--- src/rtl/lock_supervisor.sv ---
`default_nettype none
// ============================================================================
// Module   : lock_supervisor
// Purpose  : Supervises a keypad lock. It edge-detects the user buttons,
//            locks the keypad out after repeated wrong codes, escalates to a
//            sticky alarm after repeated lockouts, and relocks an idle OPEN
//            lock by issuing an enter pulse.
// Revision : 1.0 - initial release
// ============================================================================
module lock_supervisor #(
  parameter int MAX_FAILS      = 3,
  parameter int LOCKOUT_CYCLES = 1000,
  parameter int RELOCK_CYCLES  = 5000,
  parameter int ALARM_LOCKOUTS = 3
) (
  input  logic       clk,
  input  logic       hard_rst,
  input  logic       enter_in,
  input  logic       clr_in,
  input  logic       rst_in,
  input  logic [9:0] keypad_in,
  input  logic       unlock,
  input  logic       incorrect,
  output logic       enter_out,
  output logic       clr_out,
  output logic       rst_out,
  output logic [9:0] keypad_out,
  output logic       lockout,
  output logic       alarm,
  output logic [3:0] fail_count
);

  localparam int TMR_W  = $clog2(LOCKOUT_CYCLES);
  localparam int IDLE_W = $clog2(RELOCK_CYCLES);
  localparam int LCNT_W = $clog2(ALARM_LOCKOUTS + 1);

  localparam logic [TMR_W-1:0]  TMR_LAST  = TMR_W'(LOCKOUT_CYCLES - 1);
  localparam logic [IDLE_W-1:0] IDLE_LAST = IDLE_W'(RELOCK_CYCLES - 1);
  localparam logic [LCNT_W-1:0] LCNT_MAX  = LCNT_W'(ALARM_LOCKOUTS);
  localparam logic [3:0]        FAIL_MAX  = 4'(MAX_FAILS);

  typedef enum logic [1:0] {
    ST_ARMED   = 2'd0,
    ST_OPEN    = 2'd1,
    ST_LOCKOUT = 2'd2,
    ST_ALARM   = 2'd3
  } state_t;

  state_t              state_q, state_d;
  logic [3:0]          fail_q, fail_d;
  logic [LCNT_W-1:0]   lcnt_q, lcnt_d;
  logic [TMR_W-1:0]    timer_q, timer_d;
  logic [IDLE_W-1:0]   idle_q, idle_d;
  logic                prog_q, prog_d;
  logic                enter_prev_q, clr_prev_q, rst_prev_q;
  logic                enter_out_q, enter_out_d;
  logic                clr_out_q, clr_out_d;
  logic                rst_out_q, rst_out_d;

  logic                pass;
  logic                enter_rise, clr_rise, rst_rise;
  logic                activity;
  logic [3:0]          fail_inc;
  logic [LCNT_W-1:0]   lcnt_inc;

  // Next-state, counter and pulse logic; commands only pass in ARMED/OPEN.
  always_comb begin
    pass       = (state_q == ST_ARMED) || (state_q == ST_OPEN);
    enter_rise = enter_in & ~enter_prev_q;
    clr_rise   = clr_in & ~clr_prev_q;
    rst_rise   = rst_in & ~rst_prev_q;
    activity   = (|keypad_in) | enter_in | clr_in | rst_in;
    fail_inc   = (fail_q == 4'hF) ? fail_q : fail_q + 4'd1;
    lcnt_inc   = (lcnt_q == LCNT_MAX) ? lcnt_q : lcnt_q + 1'b1;

    state_d     = state_q;
    fail_d      = fail_q;
    lcnt_d      = lcnt_q;
    timer_d     = timer_q;
    idle_d      = idle_q;
    prog_d      = prog_q;
    enter_out_d = pass & enter_rise;
    clr_out_d   = pass & clr_rise;
    rst_out_d   = pass & rst_rise;

    case (state_q)
      ST_ARMED: begin
        prog_d  = 1'b0;
        idle_d  = '0;
        timer_d = '0;
        if (unlock) begin
          // A correct code beats a simultaneous failure report.
          state_d = ST_OPEN;
          fail_d  = 4'd0;
          lcnt_d  = '0;
        end else if (incorrect) begin
          if (fail_inc == FAIL_MAX) begin
            state_d   = ST_LOCKOUT;
            fail_d    = 4'd0;
            lcnt_d    = lcnt_inc;
            clr_out_d = 1'b1;  // wipe the partial try on the first lockout cycle
          end else begin
            fail_d = fail_inc;
          end
        end
      end
      ST_OPEN: begin
        if (!unlock) begin
          state_d = ST_ARMED;
          idle_d  = '0;
          prog_d  = 1'b0;
        end else begin
          if (rst_rise) prog_d = 1'b1;
          if (activity) begin
            idle_d = '0;
          end else if (idle_q == IDLE_LAST) begin
            // While reprogramming the counter parks here instead of committing.
            if (!prog_q) begin
              enter_out_d = 1'b1;
              idle_d      = '0;
            end
          end else begin
            idle_d = idle_q + 1'b1;
          end
        end
      end
      ST_LOCKOUT: begin
        if (timer_q == TMR_LAST) begin
          timer_d = '0;
          state_d = (lcnt_q == LCNT_MAX) ? ST_ALARM : ST_ARMED;
        end else begin
          timer_d = timer_q + 1'b1;
        end
      end
      ST_ALARM: begin
        state_d = ST_ALARM;
      end
      default: begin
        state_d = ST_ARMED;
      end
    endcase
  end

  // State and counter registers; hard_rst overrides everything.
  always_ff @(posedge clk) begin
    if (hard_rst) begin
      state_q      <= ST_ARMED;
      fail_q       <= 4'd0;
      lcnt_q       <= '0;
      timer_q      <= '0;
      idle_q       <= '0;
      prog_q       <= 1'b0;
      enter_prev_q <= 1'b0;
      clr_prev_q   <= 1'b0;
      rst_prev_q   <= 1'b0;
      enter_out_q  <= 1'b0;
      clr_out_q    <= 1'b0;
      rst_out_q    <= 1'b0;
    end else begin
      state_q      <= state_d;
      fail_q       <= fail_d;
      lcnt_q       <= lcnt_d;
      timer_q      <= timer_d;
      idle_q       <= idle_d;
      prog_q       <= prog_d;
      enter_prev_q <= enter_in;
      clr_prev_q   <= clr_in;
      rst_prev_q   <= rst_in;
      enter_out_q  <= enter_out_d;
      clr_out_q    <= clr_out_d;
      rst_out_q    <= rst_out_d;
    end
  end

  assign enter_out  = enter_out_q;
  assign clr_out    = clr_out_q;
  assign rst_out    = rst_out_q;
  assign keypad_out = pass ? keypad_in : 10'd0;
  assign lockout    = (state_q == ST_LOCKOUT);
  assign alarm      = (state_q == ST_ALARM);
  assign fail_count = fail_q;

endmodule
`default_nettype wire

--- config.mk ---
export PLATFORM = sky130hd
export DESIGN_NAME = lock_supervisor
export DESIGN_NICKNAME = d
export VERILOG_FILES = /design/src/rtl/lock_supervisor.sv
export SDC_FILE = /design/constraint.sdc
export NUM_CORES = 1
export LEC_CHECK = 0
export CORE_MARGIN = 2
export CORE_UTILIZATION = 50
export CTS_BUF_LIST = sky130_fd_sc_hd__clkbuf_4
export DETAILED_ROUTE_END_ITERATION = 16
export GPL_ROUTABILITY_DRIVEN = 0
export PLACE_DENSITY = 0.73
export SETUP_SLACK_MARGIN = 0.2
export SYNTH_ARGS = -nofsm -noshare
export SYNTH_HDL_FRONTEND = slang
export SYNTH_SLANG_ARGS = --single-unit
--- constraint.sdc ---
create_clock -name clk -period 2.29 [get_ports clk]
set_clock_uncertainty 0.2 [all_clocks]
set_input_delay 0.229 -clock clk [delete_from_list [all_inputs] [get_ports clk]]
set_output_delay 0.229 -clock clk [all_outputs]
set_load 0.02 [all_outputs]
Yosys cells after proc, flatten, opt, wreduce, memory -nomap -nowiden:

Index checks and enable logic that the tools add are counted.

* register bits after elaboration: 38
* input port bits: 17
* output and inout bits: 19
* word-level logic and storage cells: 90

* $add $sub $neg: 4
* equal/unequal tests: 15
* multiplexer cells: 35
* bitwise gates (word level): 12
* reduce and logical (&&, ||, !) cells: 12

Operator list (number)
* 13-bit 2-to-1 mux: 4
* 13-bit one-hot mux with 2 select lines: 1
* 10-bit 2-to-1 mux: 2
* 2-bit 2-to-1 mux: 10
* 10-bit one-hot mux with 2 select lines: 1
* 4-bit 2-to-1 mux: 4
* 13-bit by 1-bit adder with 13-bit output, second input constant: 1
* 13-bit == test, second input constant: 1
* 1-bit 2-to-1 mux: 11
* 10-bit by 1-bit adder with 10-bit output, second input constant: 1
* 10-bit == test, second input constant: 1
* 10-bit OR reduction: 1
* 2-bit one-hot mux with 4 select lines: 1
* 4-bit AND reduction: 2
* 2-bit nonzero test: 4
* 1-bit bitwise AND: 6
* 2-bit == test, second input constant: 3
* 3-bit inequality test, second input constant: 2
* 2-bit AND reduction: 3
* 5-bit inequality test, second input constant: 1
* 4-bit by 1-bit adder with 4-bit output, second input constant: 1
* 4-bit by 2-bit == test with 1-bit output, second input constant: 1
* 4-bit == test, second input constant: 1
* 2-bit inequality test, second input constant: 2
* 9 further kinds: 13

Longest topological paths before layout:

* word-level depth: 8
* mapped depth: 7
* gate-level depth less buffers: 6

Worst setup path after synthesis:

OpenSTA, ideal clock, no wires.

* kind: reg2reg
* start point: reg fail_q[0] (netlist: fail_count[0])
* end point: reg lcnt_q[1]
* setup time: 0.129 ns
* arrival time: 1.634 ns
* required time: 1.961 ns
* setup slack: 0.327 ns
* stages on the path, launching flop included: 7
* buffers on the path: 0
* clock period less this slack: 1.963 ns
* path through: dfxtp_1 > ha_1 > xor2_1 > nor3_1 > nand4b_1 > a21boi_0 > o32ai_1

* longest elaborated chain between the ends: 5
* elaborated cells between the ends (all ways): 6
* those cells by class: add/sub (1); eq/ne (2); mux (1); reduce/logical (2)

RTL lines
* from (decl): line 50 `logic [3:0] fail_q, fail_d;`
* from (signal assigned): line 161 `fail_q <= fail_d;`
* 4-bit by 1-bit adder with 4-bit output / 4-bit == test (equally long branches): line 73 `fail_inc = (fail_q == 4'hF) ? fail_q : fail_q + 4'd1;`
* 4-bit 2-to-1 mux (*): line 73
* 4-bit by 2-bit == test with 1-bit output (*): line 97 `if (fail_inc == FAIL_MAX) begin`
* 2-bit nonzero test (no source line) (*)
* 4-bit AND reduction (no source line) (*)
* to (signal assigned): line 162 `lcnt_q <= lcnt_d;`
* to (decl): line 51 `logic [LCNT_W-1:0] lcnt_q, lcnt_d;`

Mark *: on every way between the ends. The rest lies on a longest branch, timed or not.
A chain may end at the register's enable or synchronous reset.

Worst setup path after layout:

* start point: reg idle_q[0]
* end point: reg idle_q[12]

* longest elaborated chain between the ends: 5
* elaborated cells between the ends (all ways): 8
* those cells by class: add/sub (1); eq/ne (2); mux (4); reduce/logical (1)

RTL lines
* from (decl): line 53 `logic [IDLE_W-1:0] idle_q, idle_d;`
* from (signal assigned): line 164 `idle_q <= idle_d;`
* 13-bit by 1-bit adder with 13-bit output / 13-bit == test (equally long branches): line 123, 116
* 13-bit 2-to-1 mux: line 116 `end else if (idle_q == IDLE_LAST) begin`
* 13-bit 2-to-1 mux: line 114 `if (activity) begin`
* 13-bit 2-to-1 mux: line 108 `if (!unlock) begin`
* 13-bit one-hot mux with 2 select lines: line 86 `case (state_q)`

Several ways; a longest one is shown, not always the timed one.

==> flow_summary.toml <==
[floorplanning]
dieArea_um2 = 4450
start_util_pct = 52.9
rows = 22
die_h_um = 66.7
core_um2 = 3720
pin_count = 36
die_w_um = 66.7

[timing]
fmax_mhz = 497
whs_ns = 0.292
setup_viol = 0
rsz0062_at_grt = "yes"
tightest_slew_ns = 0.521
final_hold_viol_count = 0
slew_violations = 0
period_needed_ns = 2.01
slew_headroom_pct = 65.2
timing.setup.tns_ns = 0
fin_crit_sh_pct = 87.9

[synthesis]
synth_cell_types = 50
syn_area_per_cell_um2 = 8.44
synthesis.nets = 254
synth_edf_count = 0
ys_warn_count = 0
syn_inst = 233
syn_area_um2 = 1970
ys.flop_type = "dfxtp_1"
ys_seq_area_share_pct = 38.7
synth_top_area_share_pct = 38.7
async_flop_share_pct = 0
yosys-top-cells-area = "dfxtp_1, nor2_1, nor2b_1"
ys_ff_latch = 38
synth.largest_area_cell = "dfxtp_1"

[global_routing]
grt_pass1_vias = 1717
grt_max_degree = 18
grt_pass1_wl_mm = 7.53
grt_overflow = 0
grt_use_total_pct = 21.8
antenna_found_initial = 0

[routing]
vias_per_cell = 5.64
remaining_drc_errors = 0
vias = 1834
drtAntennaViolNets = 0
wl_per_cell_um = 13.5
wirelength_mm = 4.40
drt-initial-drc-count = 99
firstDrtPassIters = 4

[layout]
diodes = 0
areaGrowthSynthToFinish_pct = 28.2
utilization_pct = 67.8
final_common_cell = "dfxtp_1"
layout-drive-gt1-share_pct = 12.3
mostFrequentLayoutCells = "dfxtp_1, nor2_1, clkdlybuf4s50_1"
nFillCells = 332
final_nets = 297
final_area_um2 = 2520

[clock_tree]
clkTransAtPathRegs_ns = 0.12
cts_root_buf = "clkbuf_4"
clk_latency_ns = 0.34
tritoncts = "done"
cts_made_buffers = 5
htreeDepth = 2
cts_buffer_depth = 2
cts.sinks = 38

[worst_setup_path]
rrSetupSlack_ns = 0.28
cp-end-kind = "register"
critPathCapture = "idle_q[12]"
crit_type = "reg2reg"
worst-r2r-cell-count = 6
timing.rr.start = "idle_q[0]"
setup.worst_path.start_class = "register"
crit_fanout = 4
r2r-end = "idle_q[12]"
startpoint = "idle_q[0]"
critPathArrivalTime_ns = 2.04
required_ns = 2.32

[power]
p_total_mw = 1.19
peakVddDrop_uv = 351
power_density_nw_per_um2 = 472
p_leak_nw = 1.01

[placed_design]
dp_hpwl_mm = 3.18
placement.io_buffers = 35
placedInstanceArea_um2 = 2400

[outcome]
status = "completed"

[min_path]
worst_hold_path_type = "in2reg"

[run]
maxCapViolations = 0
-- cell families (layout without fill, tap and decap cells) --
logic type | after synthesis | after routing | synth area share [%]
and+or+nand+nor | 109 | 109 | 31.7
adders and majority gates | 4 | 4 | 2.54
AOI/OAI and AO/OA | 50 | 50 | 17.0
muxes | 4 | 4 | 2.10
buffers and inverters | 19 | 63 | 3.88
DFF | 38 | 38 | 38.7
xor gates and xnor gates | 9 | 9 | 4.01
-- metal layers --
layer | track usage, % | wire length, um | up-vias
met5 | 0 | 0 | -
met4 | 6.89 | 42 | 0
met3 | 5.07 | 250 | 5
met2 | 34.9 | 1980 | 43
met1 | 29.1 | 2130 | 861
li1 | - | - | 925
-- metrics by stage --
stage | std cells | setup WS (ns)
floorplan | 233 | 0.327
global placement | 315 | 0.00838
detailed placement | 315 | -0.0332
CTS | 323 | 0.198
global route | 325 | 0.170
finish | 325 | 0.278
-- worst max-delay path: stages, from the launching register on --
cell	delay [ns]
dfxtp_2	0.39
ha_1	0.17
nand4_1	0.18
or3b_2	0.53
nor3_1	0.24
xnor2_1	0.14
nor2_1	0.05
-- cell type report --
type	instances	area (um^2)	share of cell area, %
multi-input combinational	176	1160	45.9
timing repair buffer	45	447	17.7
inverter	10	37.5	1.49
tap	48	60.1	2.38
clock inverter	3	16.3	0.645
sequential	38	766	30.4
clock buffer	5	37.5	1.49
-- synthesized netlist by cell type (all sizes together) (4+ instances only) --
cell type  number
a31oi           9
nor4            4
nor2b          17
a21oi          15
and3            6
nand4           5
clkbuf          6
ha              4
inv            10
o21ai           8
nand3b          4
xnor2           5
nand2          10
dfxtp          38
nor2           27
nor3            6
nand3           8
xor2            4
-- how the worst min path moves through the flow --
stage,from,to,cells after the start
after global routing,enter_in,enter_prev_q,2
after detailed placement,lcnt_q[0],lcnt_q[0],2
final,clr_in,clr_prev_q,2
after floorplan,hard_rst,rst_prev_q,1
after global placement,lcnt_q[1],lcnt_q[1],2
after CTS,enter_in,enter_prev_q,2
-- power breakdown --
part / leakage, nW / internal [mW] / total [mW] / switching [mW]
clock: 0.0286 / 0.114 / 0.343 / 0.229
combinational: 0.669 / 0.0849 / 0.166 / 0.0815
sequential: 0.310 / 0.671 / 0.680 / 0.00871
-- registers in the layout (all words and copies together) (netlist names) --
name / flops
timer_q: 10
state_q: 2
prog_q: 1
idle_q: 13
enter_out: 1
clr_prev_q: 1
rst_prev_q: 1
enter_prev_q: 1
fail_count: 4
clr_out: 1
rst_out: 1
lcnt_q: 2
-- what timing repair did --
item	in CTS	in global routing
hold endpoints to repair	0	0
setup endpoints to repair	9	20
pin swaps	0	2
setup buffers	0	2
hold buffers	0	0
resized for setup	3	16
Note: power is estimated with default switching activity, not from simulation.
